### config.mk
export PLATFORM = sky130hd
export DESIGN_NAME = counter_updown_mod
export DESIGN_NICKNAME = d
export VERILOG_FILES = /design/src/rtl/counter_pkg.sv /design/src/rtl/counter_updown_mod.sv
export SDC_FILE = /design/constraint.sdc
export NUM_CORES = 1
export LEC_CHECK = 0
export ABC_AREA = 1
export CAP_MARGIN = 20
export CORE_MARGIN = 2
export CORE_UTILIZATION = 49
export DETAILED_ROUTE_END_ITERATION = 8
export HOLD_SLACK_MARGIN = 0.05
export PLACE_DENSITY = 0.8
export REMOVE_ABC_BUFFERS = 1
export SLEW_MARGIN = 20
export SYNTH_ARGS = -nofsm -noshare
export SYNTH_HDL_FRONTEND = slang
export SYNTH_SLANG_ARGS = --single-unit
### constraint.sdc
create_clock -name clk -period 2 [get_ports clk]
set_input_delay 0.6 -clock clk [delete_from_list [all_inputs] [get_ports clk]]
set_output_delay 0.6 -clock clk [all_outputs]
set_load 0.005 [all_outputs]
### src/rtl/counter_pkg.sv
// Shared types for the up/down counter: end-of-count modes and control states.
package counter_pkg;

    typedef enum logic [1:0] {
        MODE_WRAP    = 2'b00,
        MODE_SAT     = 2'b01,
        MODE_ONESHOT = 2'b10,
        MODE_RSVD    = 2'b11
    } mode_e;

    typedef enum logic [1:0] {
        ST_RUN  = 2'b00,
        ST_SAT  = 2'b01,
        ST_DONE = 2'b10
    } cnt_state_e;

endpackage

### src/rtl/counter_updown_mod.sv
// Up/down counter with runtime inclusive limit, synchronous load and
// wrap / saturate / one-shot end-of-count behaviour.
module counter_updown_mod
    import counter_pkg::*;
#(
    parameter int               WIDTH     = 8,
    parameter logic [WIDTH-1:0] RESET_VAL = '0
) (
    input  logic             clk,
    input  logic             reset,
    input  logic             ena,
    input  logic             load,
    input  logic [WIDTH-1:0] load_val,
    input  logic [WIDTH-1:0] limit,
    input  logic             up_dn,
    input  logic [1:0]       mode,
    output logic [WIDTH-1:0] result,
    output logic             tc,
    output logic             done
);

    cnt_state_e       state_q, state_d;
    logic [WIDTH-1:0] result_q, result_d;
    logic             tc_q, tc_d;
    logic             done_q, done_d;
    logic             at_bound;
    mode_e            mode_sel;

    assign mode_sel = mode_e'(mode);
    // Boundary is checked before stepping, so the step itself never overflows.
    assign at_bound = up_dn ? (result_q >= limit) : (result_q == '0);

    always_comb begin
        state_d  = state_q;
        result_d = result_q;
        tc_d     = 1'b0;
        done_d   = done_q;

        if (load) begin
            result_d = load_val;
            state_d  = ST_RUN;
            done_d   = 1'b0;
        end else if (ena && state_q != ST_DONE) begin
            if (!at_bound) begin
                result_d = up_dn ? result_q + WIDTH'(1) : result_q - WIDTH'(1);
                state_d  = ST_RUN;
            end else begin
                case (mode_sel)
                    MODE_SAT: begin
                        // Pulse only on entry; sitting in saturation is silent.
                        tc_d    = (state_q != ST_SAT);
                        state_d = ST_SAT;
                    end
                    MODE_ONESHOT: begin
                        tc_d    = 1'b1;
                        done_d  = 1'b1;
                        state_d = ST_DONE;
                    end
                    default: begin
                        result_d = up_dn ? '0 : limit;
                        tc_d     = 1'b1;
                        state_d  = ST_RUN;
                    end
                endcase
            end
        end
    end

    always_ff @(posedge clk or posedge reset) begin
        if (reset) begin
            state_q  <= ST_RUN;
            result_q <= RESET_VAL;
            tc_q     <= 1'b0;
            done_q   <= 1'b0;
        end else begin
            state_q  <= state_d;
            result_q <= result_d;
            tc_q     <= tc_d;
            done_q   <= done_d;
        end
    end

    assign result = result_q;
    assign tc     = tc_q;
    assign done   = done_q;

endmodule

==> summary.txt <==
Finish
  • Area Growth Syn to Fin: 55.2%
  • Ant. Diodes: 0
  • Net count, final: 300
  • Most common cell after layout, fill and taps aside: nand2_1
  • Layout cells sized above 1: ~22%
  • Post-layout util: 80.4%
  • Fill count: around 180
  • Final Instance Area: approximately 2000 um^2
  • Most frequent cells in the layout: nand2_1 (69), clkdlybuf4s50_1 (23), inv_1 (21), buf_4 (21)

Timing
  • Period utilisation layout: a little over nine tenths
  • Hold Vio Cnt, Final: 0
  • RSZ-0062 raised after global routing: false
  • Max-slew violation count: 0
  • Fin crit period: a little under 2 ns
  • Slew headroom: approximately three fifths
  • Worst slew pin tran: ~0.6 ns
  • Setup violators final: 0
  • Min setup slack post-route: roughly 0.054 ns
  • Setup TNS: 0 ns
  • Max Clock Freq: around 510 MHz
  • Final Skew: between 0.004 and 0.005 ns

Global routing
  • Total gr overflow: 0
  • Total track usage: ~26%
  • Pin count of the biggest net entering global routing: 18
  • Initial antenna violation count: 0
  • Vias in the first global route: 1433
  • First-pass GRT wire length: approximately 6300 um

Floorplan
  • Die Span X: ~55 um
  • Initial Util: around half
  • Die height: between 50 and 60 um
  • Die ar.: 3070 um^2
  • Rows: 18
  • Core box area: about 2500 um^2
  • IO Count: 33

Routing
  • Avg WL per Cell: ~13 um
  • Iter 0 DRT Violations: 77
  • DR vias: between 1000 and 1500
  • Vias per Instance: between 5 and 6
  • Post-Route WL: roughly 3800 um
  • Drt pass-1 iters: 4
  • Drt drc: 0
  • Antenna viol nets, final: 0

Clock tree
  • Skew-Pair Late Insertion Delay: between 0.2 and 0.3 ns
  • CTS tree: done
  • TritonCTS Buffers: 3
  • CTS root buf: clkbuf_4
  • Clk slew on worst S/H paths: about 0.080 ns
  • Clk buf depth: 2
  • # H-tree levels: 1
  • Clk sinks: 12
  • Hold buffers post-CTS: 0

Power
  • Power Density: between 700 and 800 nW/um^2
  • Peak supply drop: between 0.6 and 0.7 mV
  • Switching share of power: between 40% and 50%
  • Sequential fraction of design power: 26.2%
  • Switch Pwr: roughly 0.62 mW
  • Pint: 0.815 mW
  • Leak: 1.04 nW
  • Gate power share: approximately 63%
  • Clock Power Share: 10.5%
  • Final Power: 1.43 mW

Placement
  • Placed Area: around 1800 um^2
  • HPWL after detailed placement: ~2700 um
  • I/O Buffers: 32
  • RD Place Congestion: 0.850
  • DP Worst Slack: -0.444 ns

Worst setup path
  • Crit start category: flop
  • Crit Path Max Fanout: 5
  • Critical path's slowest cell: clkdlybuf4s50_1
  • WP buf/inv: 1
  • CP arrival: 1.35 ns
  • Critical path cell sequence: clkdlybuf4s50_1
  • CP Depth: 1
  • Worst EP required: between 1 and 1.5 ns
  • CP Capture Type: primary output
  • Delay-heaviest family, CP: buffers and inverters
  • Worst path max stage delay: ~0.56 ns
  • Setup Crit Path Kind: flop to primary output
  • R2R cell count: 11

Synth
  • Synth top area share: between 20% and 30%
  • Area leader, netlist: dfrtp_1
  • Sequential share of the synthesized area: a little under a quarter
  • Async SR Flop Fraction: 100%
  • Number of synthesized flops with an enable pin: 0
  • Netlist cell types: 25
  • Mapped Area: between 1000 and 1500 um^2
  • Post-synthesis register bit count: 12
  • Top FF cell, synth: dfrtp_1
  • Synth Area per Inst: 6.51 um^2
  • Yosys warns: 0
  • Post-Synthesis Cells: around 200
  • Most area-consuming cells after synthesis: dfrtp_1 (23%), nand2_1 (21%), ha_1 (16%)

Worst hold path
  • Hold depth: 2
  • Worst min path class: flop to flop

Outcome
  • Result of the run: finished clean

Job
  • # Max-Cap Violations: 0
[metal layers]
metal,vias up,share of wire (%),track usage [%]
met5,-,0,0
met3,9,9.0,5.62
met2,73,47,43.4
met1,661,41,32.9
li1,747,-,-
met4,0,2.1,5.92
[what timing repair did]
item | 4_1_cts | 5_1_grt
pin swaps | 10 | 6
buffers inserted | 0 | 4
setup endpoints to repair | 12 | 12
hold endpoints to repair | 0 | 0
cloned | 2 | 0
resized for setup | 25 | 11
[registers in the layout (all words and copies together) (netlist names)]
register,count
tc,1
state_q,2
result,8
done,1
[synth_stat cells, types with 2 or more instances]
library cell / n
nand2_1: 72
inv_1: 24
nor2_1: 23
nand3_1: 19
ha_1: 17
dfrtp_1: 12
a21oi_1: 5
nand4_1: 4
xor2_1: 4
nor2_2: 3
o21a_1: 2
[final timing paths]
path                            startpoint  slack, ns         to
worst max-delay path             result[3]       0.05  result[3]
worst min-delay path                  done       0.49       done
worst max register to register   result[1]       0.23       done
worst min register to register        done       0.49       done
max in group asynchronous            reset       1.04  result[7]
min in group asynchronous            reset       0.64  result[1]
[per-stage QoR]
step                      std cells  hold slack, ns
after detailed placement        278           0.476
after CTS                       283           0.493
after global routing            287           0.525
after floorplan                 196           0.465
final                           287           0.487
after global placement          278           0.475
[cell families after synthesis]
group           after synthesis  synth area share [%]
simple gates                126                  42.1
fa+ha+maj                    18                  18.0
flops                        12                  23.2
buf+inv                      29                  9.08
xor+xnor                      5                  3.38
compound gates                9                  4.25
[cell type report]
cell class              instances  area [um^2]  share of cell area [%]
clock buffers                   3         22.5                    1.12
inverters                      26          103                    5.11
flip-flops and latches         12          300                    14.9
multi-input cells             160         1030                    51.4
well taps                      30         37.5                    1.87
repair buffers                 56          514                    25.6
[power groups by stage]
stage          clock network [mW]  registers, mW  logic (mW)
2_1_floorplan                   0          0.349       0.456
3_5_place_dp                    0          0.361       0.794
3_3_place_gp                    0          0.363       0.767
4_1_cts                     0.154          0.368       0.842
5_1_grt                     0.163          0.382        1.01
6_report                    0.151          0.377       0.907
Note: power is estimated with default switching activity, not from simulation.
